$ cat config.mk
export PLATFORM = sky130hd
export DESIGN_NAME = gba_rom_bus_slave
export DESIGN_NICKNAME = d
export VERILOG_FILES = /design/src/rtl/gba_rom_bus_slave.sv
export SDC_FILE = /design/constraint.sdc
export NUM_CORES = 1
export LEC_CHECK = 0
export CORE_UTILIZATION = 33
export DETAILED_ROUTE_END_ITERATION = 8
export DONT_BUFFER_PORTS = 1
export GPL_TIMING_DRIVEN = 0
export PLACE_DENSITY_LB_ADDON = 0.15
export SYNTH_ARGS = -nofsm -noshare
export SYNTH_HDL_FRONTEND = slang
export SYNTH_SLANG_ARGS = --single-unit
$ cat constraint.sdc
create_clock -name clock -period 2.95 [get_ports clock]
set_input_delay 0.59 -clock clock [delete_from_list [all_inputs] [get_ports clock]]
set_output_delay 0.59 -clock clock [all_outputs]
set_load 0.02 [all_outputs]
$ cat src/rtl/gba_rom_bus_slave.sv
// gba_rom_bus_slave: cartridge-side engine for the GBA multiplexed ROM bus.
// Latches the halfword address on nCS, prefetches reads, drives AD, emits writes.
//
// Ports:
//   clock, reset           system clock, synchronous active-low reset
//   gba_nCS/nRD/nWR        raw GBA strobes (asynchronous)
//   gba_AD_in, gba_A_in    raw AD/A pin inputs
//   gba_AD_out, gba_AD_oe  read data and output enable for AD pins
//   gba_A_out, gba_A_oe    A pins are never driven (constant 0)
//   mem_req_*              read request channel to the backing store
//   mem_rsp_*              read response channel (one per accepted request)
//   wr_valid/addr/data     one-cycle write strobe to the backing store
//   underrun               sticky: a read began before data was ready
//   rd_count               serviced read counter
//
// Build option: define GBA_BUS_STATS_EN to enable the saturating rd_count
// counter; otherwise rd_count is tied to 0.

module gba_rom_bus_slave #(
    parameter int SYNC_STAGES = 2,
    parameter int ADDR_W      = 24
) (
    input  logic              clock,
    input  logic              reset,
    input  logic              gba_nCS,
    input  logic              gba_nRD,
    input  logic              gba_nWR,
    input  logic [15:0]       gba_AD_in,
    input  logic [7:0]        gba_A_in,
    output logic [15:0]       gba_AD_out,
    output logic              gba_AD_oe,
    output logic [7:0]        gba_A_out,
    output logic              gba_A_oe,
    output logic              mem_req_valid,
    input  logic              mem_req_ready,
    output logic [ADDR_W-1:0] mem_req_addr,
    input  logic              mem_rsp_valid,
    input  logic [15:0]       mem_rsp_data,
    output logic              wr_valid,
    output logic [ADDR_W-1:0] wr_addr,
    output logic [15:0]       wr_data,
    output logic              underrun,
    output logic [31:0]       rd_count
);

    typedef enum logic [1:0] {
        IDLE,
        FETCH,
        WAIT_RSP,
        READY
    } state_t;

    state_t state;
    state_t state_d;

    // Synchroniser chains; AD/A use the same depth as the strobes so
    // the sampled address lines up with the synced nCS edge.
    logic [SYNC_STAGES-1:0] ncs_q;
    logic [SYNC_STAGES-1:0] nrd_q;
    logic [SYNC_STAGES-1:0] nwr_q;
    logic [15:0]            ad_q [SYNC_STAGES];
    logic [7:0]             a_q  [SYNC_STAGES];

    logic ncs_s, nrd_s, nwr_s;
    logic ncs_p, nrd_p, nwr_p;
    logic [15:0] ad_s;
    logic [7:0]  a_s;

    logic ncs_fall, ncs_rise;
    logic rd_fall, rd_rise, wr_rise;
    logic rd_step, wr_step, step;
    logic req_fire;

    logic [ADDR_W-1:0] addr;
    logic [ADDR_W-1:0] addr_d;
    logic [ADDR_W-1:0] req_addr;
    logic [15:0]       data_reg;
    logic              pending_rsp;
    logic              ad_oe;

    always_ff @(posedge clock) begin
        if (!reset) begin
            ncs_q <= '1;
            nrd_q <= '1;
            nwr_q <= '1;
            ncs_p <= 1'b1;
            nrd_p <= 1'b1;
            nwr_p <= 1'b1;
            for (int i = 0; i < SYNC_STAGES; i++) begin
                ad_q[i] <= '0;
                a_q[i]  <= '0;
            end
        end else begin
            ncs_q <= {ncs_q[SYNC_STAGES-2:0], gba_nCS};
            nrd_q <= {nrd_q[SYNC_STAGES-2:0], gba_nRD};
            nwr_q <= {nwr_q[SYNC_STAGES-2:0], gba_nWR};
            ncs_p <= ncs_s;
            nrd_p <= nrd_s;
            nwr_p <= nwr_s;
            ad_q[0] <= gba_AD_in;
            a_q[0]  <= gba_A_in;
            for (int i = 1; i < SYNC_STAGES; i++) begin
                ad_q[i] <= ad_q[i-1];
                a_q[i]  <= a_q[i-1];
            end
        end
    end

    assign ncs_s = ncs_q[SYNC_STAGES-1];
    assign nrd_s = nrd_q[SYNC_STAGES-1];
    assign nwr_s = nwr_q[SYNC_STAGES-1];
    assign ad_s  = ad_q[SYNC_STAGES-1];
    assign a_s   = a_q[SYNC_STAGES-1];

    assign ncs_fall = ncs_p & ~ncs_s;
    assign ncs_rise = ~ncs_p & ncs_s;
    assign rd_fall  = nrd_p & ~nrd_s;
    assign rd_rise  = ~nrd_p & nrd_s;
    assign wr_rise  = ~nwr_p & nwr_s;

    // Strobe rises only count while selected; a simultaneous nCS rise
    // makes ncs_s high, so deselection always wins.
    assign rd_step = rd_rise & ~ncs_s & (state != IDLE);
    assign wr_step = wr_rise & ~ncs_s & (state != IDLE);
    assign step    = rd_step | wr_step;

    assign req_fire = mem_req_valid & mem_req_ready;

    // State register
    always_ff @(posedge clock) begin
        if (!reset) begin
            state <= IDLE;
        end else begin
            state <= state_d;
        end
    end

    // Next state. An accepted request whose address was overtaken by a
    // step while it was held stays in FETCH; its response is discarded
    // and a fresh request goes out once pending_rsp clears.
    always_comb begin
        state_d = state;
        if (ncs_rise) begin
            state_d = IDLE;
        end else begin
            unique case (state)
                IDLE: begin
                    if (ncs_fall) state_d = FETCH;
                end
                FETCH: begin
                    if (!step && req_fire && req_addr == addr)
                        state_d = WAIT_RSP;
                end
                WAIT_RSP: begin
                    if (step) state_d = FETCH;
                    else if (mem_rsp_valid) state_d = READY;
                end
                READY: begin
                    if (step) state_d = FETCH;
                end
                default: state_d = IDLE;
            endcase
        end
    end

    // Outputs. No new request while an earlier response is outstanding.
    always_comb begin
        mem_req_valid = (state == FETCH) && !pending_rsp;
    end

    always_comb begin
        addr_d = addr;
        if (state == IDLE && ncs_fall) begin
            addr_d = ADDR_W'({a_s, ad_s});
        end else if (step) begin
            addr_d = addr + ADDR_W'(1);
        end
    end

    always_ff @(posedge clock) begin
        if (!reset) begin
            addr        <= '0;
            req_addr    <= '0;
            data_reg    <= '0;
            pending_rsp <= 1'b0;
            ad_oe       <= 1'b0;
            wr_valid    <= 1'b0;
            wr_addr     <= '0;
            wr_data     <= '0;
            underrun    <= 1'b0;
        end else begin
            addr <= addr_d;
            // Request address is frozen while the request is offered.
            if (!(mem_req_valid && !mem_req_ready)) begin
                req_addr <= addr_d;
            end
            if (req_fire) begin
                pending_rsp <= 1'b1;
            end else if (mem_rsp_valid) begin
                pending_rsp <= 1'b0;
            end
            // Responses arriving outside WAIT_RSP are stale and dropped.
            if (state == WAIT_RSP && mem_rsp_valid) begin
                data_reg <= mem_rsp_data;
            end
            ad_oe    <= ~ncs_s & ~nrd_s & nwr_s;
            wr_valid <= wr_step;
            if (wr_step) begin
                wr_addr <= addr;
                wr_data <= ad_s;
            end
            // nRD is shared with other GBA regions, so only selected
            // reads can underrun.
            if (rd_fall && !ncs_s && state != READY) begin
                underrun <= 1'b1;
            end
        end
    end

    assign gba_AD_oe    = ad_oe;
    assign gba_AD_out   = ad_oe ? data_reg : 16'h0000;
    assign gba_A_out    = 8'h00;
    assign gba_A_oe     = 1'b0;
    assign mem_req_addr = req_addr;

`ifdef GBA_BUS_STATS_EN
    logic [31:0] rd_cnt;

    always_ff @(posedge clock) begin
        if (!reset) begin
            rd_cnt <= '0;
        end else if (rd_step && rd_cnt != 32'hFFFF_FFFF) begin
            rd_cnt <= rd_cnt + 32'd1;
        end
    end

    assign rd_count = rd_cnt;
`else
    assign rd_count = 32'h0;
`endif

endmodule
==> impl_table.tex <==
\begin{tabular}{lr}
\hline
Metric & Value \\
\hline
\multicolumn{2}{l}{\textbf{Yosys}} \\
\quad Top\_reg\_cell synth & sky130\_fd\_sc\_hd\_\_dfxtp\_1 \\
\quad Count of unique library cells instantiated by Yosys & 47 \\
\quad Seq/Total Area, Yosys & about half \\
\quad EDFF count, synth & 0 \\
\quad Cell area after technology mapping & 6680 sq um \\
\quad Yosys reg bits & between 150 and 200 \\
\quad Yosys warning total & 0 \\
\quad Count of mapped cells out of synthesis & roughly 770 \\
\quad Asr flop ratio synth & 0\% \\
\quad Mapped Avg Cell Area & between 8 and 9 sq um \\
\multicolumn{2}{l}{\textbf{Setup path}} \\
\quad Critical path endpoint category & register \\
\quad Register-to-Register Path Depth & 8 \\
\quad Worst EP required & roughly 3.3 ns \\
\quad Worst Path Arrival & 3.06 ns \\
\quad CP max FO & 10 \\
\quad Reg2reg setup slack & 0.26 ns \\
\quad Path type of the worst setup path & register to register \\
\quad Kind of start point of the critical path & register \\
\multicolumn{2}{l}{\textbf{Cells and area}} \\
\quad Share of post-route cells with drive strength above 1 & roughly a tenth \\
\quad Final standard cell area without fillers & 7750 sq um \\
\quad Final antenna diode count & 0 \\
\quad Most common cell after layout, fill and taps aside & sky130\_fd\_sc\_hd\_\_dfxtp\_1 \\
\quad Max FFs per register & 32 \\
\quad Highest-count cells in the layout ignoring fill and taps & sky130\_fd\_sc\_hd\_\_dfxtp\_1 (167), sky130\_fd\_sc\_hd\_\_nand2\_1 (135), sky130\_fd\_sc\_hd\_\_and2\_1 (68) \\
\quad Layout area overhead & 16.0\% \\
\quad Final net count & between 800 and 900 \\
\quad Register with the most flip-flops & ad\_q \\
\multicolumn{2}{l}{\textbf{Floorplanning}} \\
\quad Horizontal die dimension & 144 um \\
\quad Die Outline Area & 20,800 sq um \\
\quad Row Count & between 50 and 60 \\
\quad Effective utilization at floorplan & 34.0\% \\
\quad I/O pin count & 172 \\
\quad Height of the die & 144 um \\
\quad Core footprint & 19,700 sq um \\
\multicolumn{2}{l}{\textbf{Power}} \\
\quad Comb pwr share & 9.8\% \\
\quad Sequential fraction of design power & 47.9\% \\
\quad Part of the total power dissipated in the clock network & 42.4\% \\
\quad Leakage component of the power & 0.00306 uW \\
\quad Power Internal & between 3000 and 4000 uW \\
\quad Power density of the placed cells & around 660 nW/um\^{}2 \\
\quad Maximum vdd ir drop & $\sim$360 uV \\
\quad Switch Pwr & 1450 uW \\
\quad Switching part of the total power & around 28\% \\
\multicolumn{2}{l}{\textbf{Place}} \\
\quad Number of input and output port buffers inserted & 0 \\
\quad Cell area reported after detailed placement & between 7000 and 8000 sq um \\
\quad Detailed Place HPWL & 13.8 mm \\
\quad Worst setup slack before clock tree synthesis & 0.304 ns \\
\quad Final RePlAce weighted congestion & 0.863 \\
\multicolumn{2}{l}{\textbf{Routing}} \\
\quad Wirelength, routed & 18.3 mm \\
\quad Overall via count from detail\_route & $\sim$5,100 \\
\quad Wire length on met1 & 8.10 mm \\
\quad First-iteration detailed-routing DRC count & 329 \\
\quad Routed met2 length & about 8.3 mm \\
\quad 1st-pass router iterations & 5 \\
\quad Met3 Routed Length & 1.71 mm \\
\quad Number of DRC violations after detailed routing & 0 \\
\quad Top metal layer carrying routed signals & met4 \\
\quad Antenna-violating nets left & 0 \\
\quad Routed via count divided by cell count & between 4 and 5 \\
\quad Detailed-route wire length per cell & between 15 and 20 um \\
\multicolumn{2}{l}{\textbf{Clock network}} \\
\quad Maximum clock path buffer count & 2 \\
\quad Total CTS buffers & 17 \\
\quad Buffer count from post-CTS setup fixing & 0 \\
\quad Clk Latency, worst-skew pair & 0.43 ns \\
\quad Clock root buffer & sky130\_fd\_sc\_hd\_\_clkbuf\_16 \\
\quad Post-cts sizing count & 0 \\
\quad Sink count of the clock tree & 167 \\
\quad CTS Hold Buffers Added & 0 \\
\quad Number of levels the H-tree was split into & 4 \\
\quad CTS tree & built \\
\quad CTS clk-pin slew, worst paths & $\sim$0.070 ns \\
\multicolumn{2}{l}{\textbf{STA}} \\
\quad Maximum clock skew at final layout & 0.00998 ns \\
\quad RSZ-0062 raised after global routing & false \\
\quad Time the final worst path needs with I/O delays and setup & 2.69 ns \\
\quad Setup\_tns & 0 ns \\
\quad Worst-case setup margin in the final layout & 0.255 ns \\
\quad FMAX & 0.371 GHz \\
\quad Final Hold Fails & 0 \\
\quad Max-slew violation total from the final report & 0 \\
\quad Post-route fraction of the period consumed by the critical path & about nine tenths \\
\quad Tightest Pin Transition & around 0.76 ns \\
\quad Worst rel slew slack & 49.5\% \\
\quad Final Setup Violations & 0 \\
\multicolumn{2}{l}{\textbf{Global routing}} \\
\quad Total congestion overflow & 0 \\
\quad Tot GR Track Use & 18.1\% \\
\quad Number of antenna violations at the first check in global routing & 0 \\
\quad Wire length of the first global-routing pass & 27.3 mm \\
\quad Number of global-route vias before repair & 4,578 \\
\quad Maximum number of pins on one net before global-route repair & 19 \\
\multicolumn{2}{l}{\textbf{Hold path}} \\
\quad Worst Hold Depth & 1 \\
\quad Worst hold-check path type & input port to register \\
\multicolumn{2}{l}{\textbf{Outcome}} \\
\quad Result of the run & completed \\
\multicolumn{2}{l}{\textbf{Run}} \\
\quad Max-cap check violation count & 0 \\
\hline
\end{tabular}
layer usage:
metal / track usage [%] / vias to the layer above
li1: - / 2568
met1: 23.4 / 2315
met5: 0 / -
met4: 4.82 / 0
met3: 6.79 / 13
met2: 28.1 / 167
power by group through the flow:
stage / sequential (uW) / combinational (uW) / clock (uW)
detailed placement: 2490 / 495 / 0
global route: 2450 / 555 / 2310
finish: 2440 / 497 / 2160
global placement: 2490 / 495 / 0
floorplan: 2460 / 384 / 0
CTS: 2440 / 499 / 2220
area by class of cell:
class                      count  area (sq um)
buffer                        83           479
clock buffer                  17           425
clock inverter                15           160
fill                        2099         11900
inverter                       6          22.5
multi-input combinational    549          2980
sequential                   167          3340
tap                          265           332
logic make-up after synthesis:
kind of cell,after synthesis,synth area share [%]
other cells,1,0.0561
buf+inv,89,7.51
flops,167,50.1
compound gates,113,9.97
simple gates,338,24.5
mux,7,1.05
fa+ha+maj,5,0.937
xor+xnor,45,5.90
stage by stage:
stage	util [%]	total power (uW)	hold slack, ns	instances
2_1_floorplan	-	2840	0.386	805
3_3_place_gp	36.4	2990	0.391	1070
3_5_place_dp	36.4	2990	0.393	1070
4_1_cts	39.4	5160	0.251	1102
5_1_grt	39.4	5310	0.252	1102
6_report	39.4	5090	0.268	1102
worst paths after layout:
kind,endpoint,from
min,ncs_q[0],gba_nCS
min reg2reg,nwr_q[1],nwr_q[0]
max,mem_req_addr[15],state[1]
max reg2reg,mem_req_addr[15],state[1]
Yosys cell counts (9+ instances only):
| master | count | area (sq um) |
|---|---|---|
| sky130_fd_sc_hd__xor2_1 | 21 | 184 |
| sky130_fd_sc_hd__buf_4 | 41 | 308 |
| sky130_fd_sc_hd__o21ai_0 | 22 | 110 |
| sky130_fd_sc_hd__nor3_1 | 9 | 45.0 |
| sky130_fd_sc_hd__dfxtp_1 | 167 | 3340 |
| sky130_fd_sc_hd__xnor2_1 | 24 | 210 |
| sky130_fd_sc_hd__and2_1 | 68 | 425 |
| sky130_fd_sc_hd__clkbuf_1 | 34 | 128 |
| sky130_fd_sc_hd__a21oi_1 | 66 | 330 |
| sky130_fd_sc_hd__nand2_1 | 135 | 507 |
| sky130_fd_sc_hd__nor2_1 | 53 | 199 |
| sky130_fd_sc_hd__nand3_1 | 23 | 115 |
| sky130_fd_sc_hd__nand2b_1 | 12 | 75.1 |
critical path, stage by stage (launching register included):
cell and delay, ns:
sky130_fd_sc_hd__dfxtp_1 0.36, sky130_fd_sc_hd__inv_1 0.09, sky130_fd_sc_hd__ha_1 0.26, sky130_fd_sc_hd__nor2b_1 0.52, sky130_fd_sc_hd__nor2b_1 0.20, sky130_fd_sc_hd__clkbuf_1 0.38
sky130_fd_sc_hd__clkbuf_1 0.47, sky130_fd_sc_hd__a222oi_1 0.21, sky130_fd_sc_hd__nor2_1 0.13
No activity file was read; power rests on OpenSTA's default activity.
